===== config.mk =====
export PLATFORM = sky130hd
export DESIGN_NAME = bus_arbiter2
export DESIGN_NICKNAME = d
export VERILOG_FILES = /design/src/rtl/bus_pkg.sv /design/src/rtl/bus_txn_tracker.sv /design/src/rtl/bus_arbiter2.sv
export SDC_FILE = /design/constraint.sdc
export NUM_CORES = 1
export LEC_CHECK = 0
export ABC_AREA = 1
export CAP_MARGIN = 10
export CORE_AREA = 3 3 121 123
export DETAILED_ROUTE_END_ITERATION = 10
export DIE_AREA = 0 0 124 126
export HOLD_SLACK_MARGIN = 0.15
export SYNTH_ARGS = -nofsm -noshare
export SYNTH_HDL_FRONTEND = slang
export SYNTH_SLANG_ARGS = --single-unit
export TNS_END_PERCENT = 30

===== constraint.sdc =====
create_clock -name clk -period 2.6 [get_ports clk]
set_input_delay 0.26 -clock clk [delete_from_list [all_inputs] [get_ports clk]]
set_output_delay 0.26 -clock clk [all_outputs]
set_load 0.005 [all_outputs]

===== src/rtl/bus_pkg.sv =====
// Shared bus constants and the arbiter state encoding.
package bus_pkg;

    localparam int BUS_DATAWIDTH = 32;
    localparam int BUS_ADDRWIDTH = 30;
    localparam int BUS_SELWIDTH  = 4;

    typedef enum logic [1:0] {
        ARB_IDLE = 2'd0,
        ARB_GNT0 = 2'd1,
        ARB_GNT1 = 2'd2,
        ARB_TERM = 2'd3
    } arb_state_e;

endpackage


===== src/rtl/bus_txn_tracker.sv =====
// Outstanding-request counter and hung-cycle timer for the granted master.
module bus_txn_tracker #(
    parameter int MAX_OUTSTANDING = 4,
    parameter int TIMEOUT         = 255,
    localparam int CW = $clog2(MAX_OUTSTANDING + 1),
    localparam int TW = (TIMEOUT > 1) ? $clog2(TIMEOUT) : 1
) (
    input  logic          clk,
    input  logic          rst,
    input  logic          issue_i,   // request accepted downstream this cycle
    input  logic          done_i,    // ack or err seen this cycle
    input  logic          clear_i,   // drop all tracking state
    output logic          full_o,
    output logic          tmo_o,
    output logic [CW-1:0] count_o
);

    logic [CW-1:0] count_q, count_d;
    logic [TW-1:0] timer_q, timer_d;
    logic          busy;

    assign busy    = (count_q != '0);
    assign full_o  = (count_q == CW'(MAX_OUTSTANDING));
    assign count_o = count_q;
    // A completion arriving on the last allowed cycle rescues the transfer.
    assign tmo_o   = (TIMEOUT != 0) && busy && !done_i && (timer_q == TW'(TIMEOUT - 1));

    // Next count/timer: simultaneous issue+done cancel; done at zero is ignored.
    always_comb begin
        count_d = count_q;
        timer_d = timer_q;
        if (clear_i || tmo_o) begin
            count_d = '0;
            timer_d = '0;
        end else begin
            if (issue_i && !done_i) begin
                if (!full_o) count_d = count_q + 1'b1;
            end else if (done_i && !issue_i && busy) begin
                count_d = count_q - 1'b1;
            end
            if (done_i || !busy || (TIMEOUT == 0)) timer_d = '0;
            else                                   timer_d = timer_q + 1'b1;
        end
    end

    // State registers.
    always_ff @(posedge clk or negedge rst) begin
        if (!rst) begin
            count_q <= '0;
            timer_q <= '0;
        end else begin
            count_q <= count_d;
            timer_q <= timer_d;
        end
    end

endmodule


===== src/rtl/bus_arbiter2.sv =====
// Two-master round-robin Wishbone (pipelined) arbiter with depth throttle and timeout abort.
// Handshake: a request transfers on a cycle where s_stb=1 and s_stall=0; each transfer
// is completed by exactly one cycle of s_ack or s_err (err wins if both are high).
module bus_arbiter2
    import bus_pkg::*;
#(
    parameter int MAX_OUTSTANDING = 4,
    parameter int TIMEOUT         = 255,
    localparam int CW = $clog2(MAX_OUTSTANDING + 1)
) (
    input  logic                     clk,
    input  logic                     rst,
    input  logic                     m0_cyc,
    input  logic                     m0_stb,
    input  logic                     m0_we,
    input  logic [BUS_ADDRWIDTH-1:0] m0_addr,
    input  logic [BUS_DATAWIDTH-1:0] m0_data_m2s,
    input  logic [BUS_SELWIDTH-1:0]  m0_sel,
    output logic [BUS_DATAWIDTH-1:0] m0_data_s2m,
    output logic                     m0_ack,
    output logic                     m0_err,
    output logic                     m0_stall,
    input  logic                     m1_cyc,
    input  logic                     m1_stb,
    input  logic                     m1_we,
    input  logic [BUS_ADDRWIDTH-1:0] m1_addr,
    input  logic [BUS_DATAWIDTH-1:0] m1_data_m2s,
    input  logic [BUS_SELWIDTH-1:0]  m1_sel,
    output logic [BUS_DATAWIDTH-1:0] m1_data_s2m,
    output logic                     m1_ack,
    output logic                     m1_err,
    output logic                     m1_stall,
    output logic                     s_cyc,
    output logic                     s_stb,
    output logic                     s_we,
    output logic [BUS_ADDRWIDTH-1:0] s_addr,
    output logic [BUS_DATAWIDTH-1:0] s_data_m2s,
    output logic [BUS_SELWIDTH-1:0]  s_sel,
    input  logic [BUS_DATAWIDTH-1:0] s_data_s2m,
    input  logic                     s_ack,
    input  logic                     s_err,
    input  logic                     s_stall,
    output arb_state_e               dbg_state,
    output logic [CW-1:0]            dbg_outstanding
);

    arb_state_e state_q, state_d;
    logic       last_q, last_d;   // index of the master that owned the bus most recently

    logic                     own_is_m1;
    logic                     own_cyc, own_stb, own_we;
    logic [BUS_ADDRWIDTH-1:0] own_addr;
    logic [BUS_DATAWIDTH-1:0] own_data;
    logic [BUS_SELWIDTH-1:0]  own_sel;
    logic                     issue, done, clear, full, tmo;

    // In TERM the owner is remembered in last_q, which is written on entry.
    assign own_is_m1 = (state_q == ARB_GNT1) || ((state_q == ARB_TERM) && last_q);
    assign own_cyc   = own_is_m1 ? m1_cyc      : m0_cyc;
    assign own_stb   = own_is_m1 ? m1_stb      : m0_stb;
    assign own_we    = own_is_m1 ? m1_we       : m0_we;
    assign own_addr  = own_is_m1 ? m1_addr     : m0_addr;
    assign own_data  = own_is_m1 ? m1_data_m2s : m0_data_m2s;
    assign own_sel   = own_is_m1 ? m1_sel      : m0_sel;

    assign m0_data_s2m     = s_data_s2m;
    assign m1_data_s2m     = s_data_s2m;
    assign dbg_state       = state_q;

    bus_txn_tracker #(
        .MAX_OUTSTANDING (MAX_OUTSTANDING),
        .TIMEOUT         (TIMEOUT)
    ) u_tracker (
        .clk     (clk),
        .rst     (rst),
        .issue_i (issue),
        .done_i  (done),
        .clear_i (clear),
        .full_o  (full),
        .tmo_o   (tmo),
        .count_o (dbg_outstanding)
    );

    // Arbitration FSM next state plus all bus muxing and master responses.
    always_comb begin
        state_d    = state_q;
        last_d     = last_q;
        s_cyc      = 1'b0;
        s_stb      = 1'b0;
        s_we       = 1'b0;
        s_addr     = '0;
        s_data_m2s = '0;
        s_sel      = '0;
        m0_ack     = 1'b0;
        m0_err     = 1'b0;
        m0_stall   = 1'b1;
        m1_ack     = 1'b0;
        m1_err     = 1'b0;
        m1_stall   = 1'b1;
        issue      = 1'b0;
        done       = 1'b0;
        clear      = 1'b1;
        unique case (state_q)
            ARB_IDLE: begin
                if (m0_cyc && m1_cyc) state_d = last_q ? ARB_GNT0 : ARB_GNT1;
                else if (m0_cyc)      state_d = ARB_GNT0;
                else if (m1_cyc)      state_d = ARB_GNT1;
            end
            ARB_GNT0, ARB_GNT1: begin
                clear      = !own_cyc;
                done       = s_ack | s_err;
                s_cyc      = own_cyc;
                s_stb      = own_cyc & own_stb & !full;
                s_we       = own_we;
                s_addr     = own_addr;
                s_data_m2s = own_data;
                s_sel      = own_sel;
                issue      = own_cyc & own_stb & !full & !s_stall;
                if (own_is_m1) begin
                    m1_stall = s_stall | full;
                    m1_ack   = s_ack & !s_err;
                    m1_err   = s_err | tmo;
                end else begin
                    m0_stall = s_stall | full;
                    m0_ack   = s_ack & !s_err;
                    m0_err   = s_err | tmo;
                end
                if (!own_cyc) begin
                    state_d = ARB_IDLE;
                    last_d  = own_is_m1;
                end else if (tmo) begin
                    state_d = ARB_TERM;
                    last_d  = own_is_m1;
                end
            end
            ARB_TERM: begin
                if (!own_cyc) state_d = ARB_IDLE;
            end
            default: state_d = ARB_IDLE;
        endcase
    end

    // State and round-robin pointer; m0 wins the first tie after reset.
    always_ff @(posedge clk or negedge rst) begin
        if (!rst) begin
            state_q <= ARB_IDLE;
            last_q  <= 1'b1;
        end else begin
            state_q <= state_d;
            last_q  <= last_d;
        end
    end

endmodule


# [Word-level counts from Yosys, hierarchy flattened]
# Cells that the tools add are included.
[classes] n_addsub=3 n_eq_ne=10 muxes=43 bitwise_logic=7 n_reduce_logical=24
[ops] op="$mux 32" n=2
[ops] op="$mux 30" n=2
[ops] op="$mux 1" n=23
[ops] op="$mux 8" n=2
[ops] op="$mux 2" n=7
[ops] op="$mux 3" n=4
[ops] op="$add 8x1->8 const B" n=1
[ops] op="$eq 8x8->1 const B" n=1
[ops] op="$mux 4" n=2
[ops] op="$logic_and 1x1->1" n=7
[ops] op="$logic_not 1->1" n=7
[ops] op="$pmux 2 s3" n=1
[ops] op="$reduce_bool 3->1" n=2
[ops] op="$and 1x1->1" n=4
[ops] op="$eq 2x2->1 const B" n=2
[ops] op="$ne 4x4->1 const B" n=1
[ops] op="$reduce_and 2->1" n=2
[ops] op="$add 3x1->3 const B" n=1
[ops] op="$eq 3x3->1 const B" n=1
[ops] op="$logic_or 1x1->1" n=3
[ops] op="$ne 3x2->1 const B" n=1
[ops] op="$ne 3x3->1 const B" n=1
[ops] op="$or 1x1->1" n=3
[ops] op="$reduce_and 3->1" n=1
[ops] op="other kinds (6)" n=6
[word_totals] reg_bits=14 in_bits=175 word_cells=91

# [Longest topological paths before layout]
[logic_depth] word_depth=14 depth_mapped=16 mapped_depth_nobuf=16

# [By module]
# Synthesis repeated with hierarchy kept, for this count alone.
[hier_totals] cells_unflattened=432 hier_area_um2=2441.1
[by_module_without_submodules] mod="bus_arbiter2" instances=1 cells_each=348 area_each_um2=1783.0
[by_module_without_submodules] mod="bus_txn_tracker" instances=1 cells_each=84 area_each_um2=658.1

# [Worst setup path before layout]
# Ideal clock, no wire load.
[synth_path] path_kind="register -> register" from="register state_q[0], in the netlist dbg_state[0]" to="register u_tracker.count_q[2], in the netlist u_tracker.count_o[2]" setup_ps=117 arrival_time_ps=2040 path_slack_ps=443 stages_incl_launch_ff=16 synth_period_minus_slack_ps=2157 path_cell_list="dfrtp_1 inv_1 ha_1 inv_1 nand3_2 nand3_4 nor2_4 nand3_1 inv_1 fa_1 xnor2_1 inv_1 nand2_1 nand2_1 nand3_1 nand2_1"
[synth_via] elab_chain_len=13 elab_cells_between_ends=28 classes_between="eq/ne: 4; mux: 7; bitwise: 3; reduce/logical: 14"
[synth_rtl] item="start, declared" line="bus_arbiter2.sv:47" rtl="arb_state_e state_q, state_d;"
[synth_rtl] item="start signal, assigned" line="bus_arbiter2.sv:149" rtl="state_q <= state_d;"
[synth_rtl] item="$eq 2x2->1" line="bus_arbiter2.sv:58" rtl="assign own_is_m1 = (state_q == ARB_GNT1) || ((state_q == ARB_TERM) && last_q);"
[synth_rtl] item="$logic_and 1x1->1" line="bus_arbiter2.sv:58"
[synth_rtl] item="$logic_or 1x1->1" line="bus_arbiter2.sv:58"
[synth_rtl] item="$mux 1, on equally long branches" line="bus_arbiter2.sv:59, bus_arbiter2.sv:60"
[synth_rtl] item="$and 1x1->1 (3 in series)" line="bus_arbiter2.sv:118" rtl="issue = own_cyc & own_stb & !full & !s_stall;"
[synth_rtl] item="$mux 1" line="bus_arbiter2.sv:103" rtl="unique case (state_q)"
[synth_rtl] item="$logic_not 1->1" line="bus_txn_tracker.sv:38" rtl="end else if (done_i && !issue_i && busy) begin"
[synth_rtl] item="$logic_and 1x1->1 (2 in series)" line="bus_txn_tracker.sv:38"
[synth_rtl] item="$reduce_bool 3->1 (no source line)"
[synth_rtl] item="$reduce_and 2->1 (no source line)"
[synth_rtl] item="end signal, assigned" line="bus_txn_tracker.sv:52" rtl="count_q <= count_d;"
[synth_rtl] item="end, declared" line="bus_txn_tracker.sv:18" rtl="logic [CW-1:0] count_q, count_d;"
# Parallel ways exist; a longest one is shown, timed or not.
# A chain may end at the register's enable or synchronous reset.

# [Final worst setup path]
[layout_path] from="register state_q[0], in the netlist dbg_state[0]" to="output s_sel[1]"
[layout_via] elab_chain_len=5 elab_cells_between_ends=8 classes_between="eq/ne: 3; mux: 2; reduce/logical: 3"
[layout_rtl] item="$eq 2x2->1" line="bus_arbiter2.sv:58"
[layout_rtl] item="$logic_and 1x1->1" line="bus_arbiter2.sv:58"
[layout_rtl] item="$logic_or 1x1->1" line="bus_arbiter2.sv:58"
[layout_rtl] item="$mux 4" line="bus_arbiter2.sv:64" rtl="assign own_sel = own_is_m1 ? m1_sel : m0_sel;"
[layout_rtl] item="$mux 4 (*)" line="bus_arbiter2.sv:103"
[layout_rtl] item="end, declared" line="bus_arbiter2.sv:38" rtl="output logic [BUS_SELWIDTH-1:0] s_sel,"
# Mark *: on every way between the ends. The rest lies on a longest branch, timed or not.

==> qor.yml <==
floorplan:
  io_pins: 319
  die-area_sq_mm: 0.0156
  dieWidth_um: 124
  rows: 43
  design.core.area_sq_mm: 0.0138
  initial_core_util: 0.157
  die_h_um: 126
clocking:
  hold_buffers: 0
  cts_sinks: 14
  cts_tree: "done"
  clockBufferDepth: 2
  clk-insertion-delay-late_ns: 0.24
  cts.reportedPaths.clkPinSlew_ns: 0.05
  cts_buffers: 3
  htree_levels: 1
  cts_root_buf: "clkbuf_16"
worst_setup_path:
  cp_max_fo: 27
  cp-start-kind: "flip-flop"
  critPathMaxStageDelay_ns: 0.51
  cp.arrival_ns: 2.25
  cp_slowest_cell: "clkdlybuf4s50_1"
  crit_buf_inv: 5
  cp-end-kind: "output port"
  cp_cell_sequence: "inv_2, ha_1, inv_1, nand2_4, inv_2, nor2_4, buf_12, a22o_1, clkdlybuf4s50_1"
  cpMostUsedCell: "inv_2"
  crit_required_ns: 2.34
  path_class: "flip-flop to output port"
  critical_path.top_delay_family: "buffers and inverters"
grt:
  antenna_found_initial: 0
  grt_pass1_vias: 2597
  grt_max_degree: 42
  grt.total_usage: 0.137
  grt_pass1_wl_um: 16000
  grt-ovfl-total: 0
logic_synthesis:
  synthTopCellsByArea: "a22o_1, buf_4, dfrtp_1"
  yosysTopAreaCell: "a22o_1"
  yosysUniqueCellTypes: 30
  synth_top_area_frac: 0.272
  seq_area_frac_synth: 0.163
  synth_commonest_cells: "buf_4, a22o_1, nand2_1"
  synthArstFlopShare: 1.00
  synth.avg_cell_area_sq_um: 8.06
  syn_nets: 449
  synthCells: 268
  yosysWarnings: 0
  ys_seq_elements: 14
  synth_edf_count: 0
  synth.most_common_cell: "buf_4"
  synth_ff_type: "dfrtp_1"
  netlist_area_sq_mm: 0.00216
route:
  num_vias: 2530
  vias_per_cell: 4.17
  detail-route-antenna-nets: 0
  wirelength_um: 12000
  wl_per_cell_um: 19.9
  firstDrtPassIters: 4
  route.detailed.drc: 0
  first_iter_violations: 76
layout:
  regArea_sq_um: 353
  fillers: 1462
  antennaDiodeCount: 0
  final_util: 0.312
  syn_to_final_growth_pct: 99.2
  multiInputGateArea_sq_mm: 0.00119
  drive_gt1_frac: 0.0915
  finish.net_count: 608
worst_hold_path:
  hp-class: "primary input to async pin"
placed_design:
  dp_hpwl_um: 10200
  port_buffers: 222
  gp_congestion: 0.846
timing:
  whs_ns: 0.442
  hold_viol: 0
  fmax_mhz: 398
  fin_crit_sh: 0.965
  finalMaxSlewViolations: 0
  fin_skew_ns: 0.000892
  tightest_slew_ns: 0.705
  maxSlewHeadroom: 0.529
  finalCriticalPeriod_ns: 2.51
  final-setup-viol-count: 0
  rsz0062_at_grt: "true"
pwr:
  p_seq_frac: 0.065
  leakage_nw: 1.78
  ir_drop_mv: 0.700
  power.switching_mw: 1.74
  swShare: 0.378
  powerDensity_mw_per_mm2: 1070
  internal-power_mw: 2.86
  p_comb_frac: 0.864
  power_frac_clock: 0.070
  p_total_mw: 4.61
run_status:
  status: "complete, no violations"
flow_run:
  maxCapViolations: 0
-- sequential cells by signal (all words and copies together) (netlist names) --
register and cells:
last_q 1, u_tracker.count_o 3, u_tracker.timer_q 8, dbg_state 2
-- worst paths after layout --
check                                                     from                                to  slack [ns]  cells after the start
worst max-delay path                  dbg_state[0]$_DFFE_PN0P_                          s_sel[1]        0.09                      9
worst min-delay path                                       rst          dbg_state[0]$_DFFE_PN0P_        0.44                      1
worst max register to register        dbg_state[0]$_DFFE_PN0P_  u_tracker.count_o[2]$_DFFE_PN0P_        0.22                     16
worst min register to register  u_tracker.timer_q[0]$_DFF_PN0_    u_tracker.timer_q[0]$_DFF_PN0_        0.50                      1
max in group asynchronous                                  rst          dbg_state[1]$_DFFE_PN0P_        1.67                      1
min in group clk                u_tracker.timer_q[0]$_DFF_PN0_    u_tracker.timer_q[0]$_DFF_PN0_        0.50                      1
-- power groups by stage --
stage	clock network, mW	logic (mW)	registers (mW)
final	0.324	3.98	0.301
after global routing	0.344	4.26	0.306
after CTS	0.333	4.08	0.297
after detailed placement	0	3.84	0.300
after global placement	0	3.80	0.297
after floorplan	0	1.82	0.295
-- area by class of cell --
class,count,share of cell area
inverter,19,0.0166
tap,180,0.0524
multi-input combinational,157,0.277
clock buffer,4,0.0207
timing repair buffer,232,0.551
sequential,14,0.0820
-- cell usage in the layout, fill, tap and decap left out, drive strengths merged --
cell / n
clkdlybuf4s50: 216
a22o: 67
nand2: 24
inv: 19
nor2: 18
nand3: 15
dfrtp: 13
buf: 10
o21ai: 7
dlymetal6s2s: 6
ha: 5
xnor2: 4
clkbuf: 4
nand4: 3
xor2: 3
nor3: 3
nand3b: 3
o211ai: 2
a31oi: 1
or2: 1
fa: 1
dfstp: 1
-- stage by stage --
step	setup WS [ns]	instance area, sq um	std cells	setup TNS (ns)
after floorplan	0.443	2160	268	0
after global placement	0.161	4120	596	0
after detailed placement	0.0809	4120	596	0
after CTS	0.0203	4300	605	0
after global routing	-0.0221	4300	606	-0.0221
final	0.0898	4300	606	0
-- metal layers --
layer	routed length (um)	up-vias	GRT usage
met5	0	-	0
met4	163	0	0.0251
met3	2110	19	0.0970
met2	5990	139	0.243
met1	3780	1168	0.129
li1	-	1204	-
-- worst reg2reg max path: cells and delay by family (launching register included) --
family	cells	cell delay (ns)
buf+inv	4	0.40
xor+xnor	1	0.18
simple gates	9	0.79
flops	1	0.40
fa+ha+maj	2	0.55
-- kinds of logic (layout without fill, tap and decap cells) --
kind of cell             Yosys count  count (layout)  synth area share
adder cells (fa/ha/maj)            6               6            0.0382
buffers and inverters             97             255             0.295
XOR/XNOR                           7               7            0.0284
AND/OR/NAND/NOR                   67              67             0.173
AO/OA/AOI/OAI                     77              77             0.303
flip-flops                        14              14             0.163
-- repair_timing --
item | in CTS | in global routing
cloned | 1 | 0
setup buffers | 4 | 2
endpoints found under the setup margin | 70 | 57
pin swaps | 2 | 3
gates resized for setup | 7 | 8
Note: power is estimated with default switching activity, not from simulation.
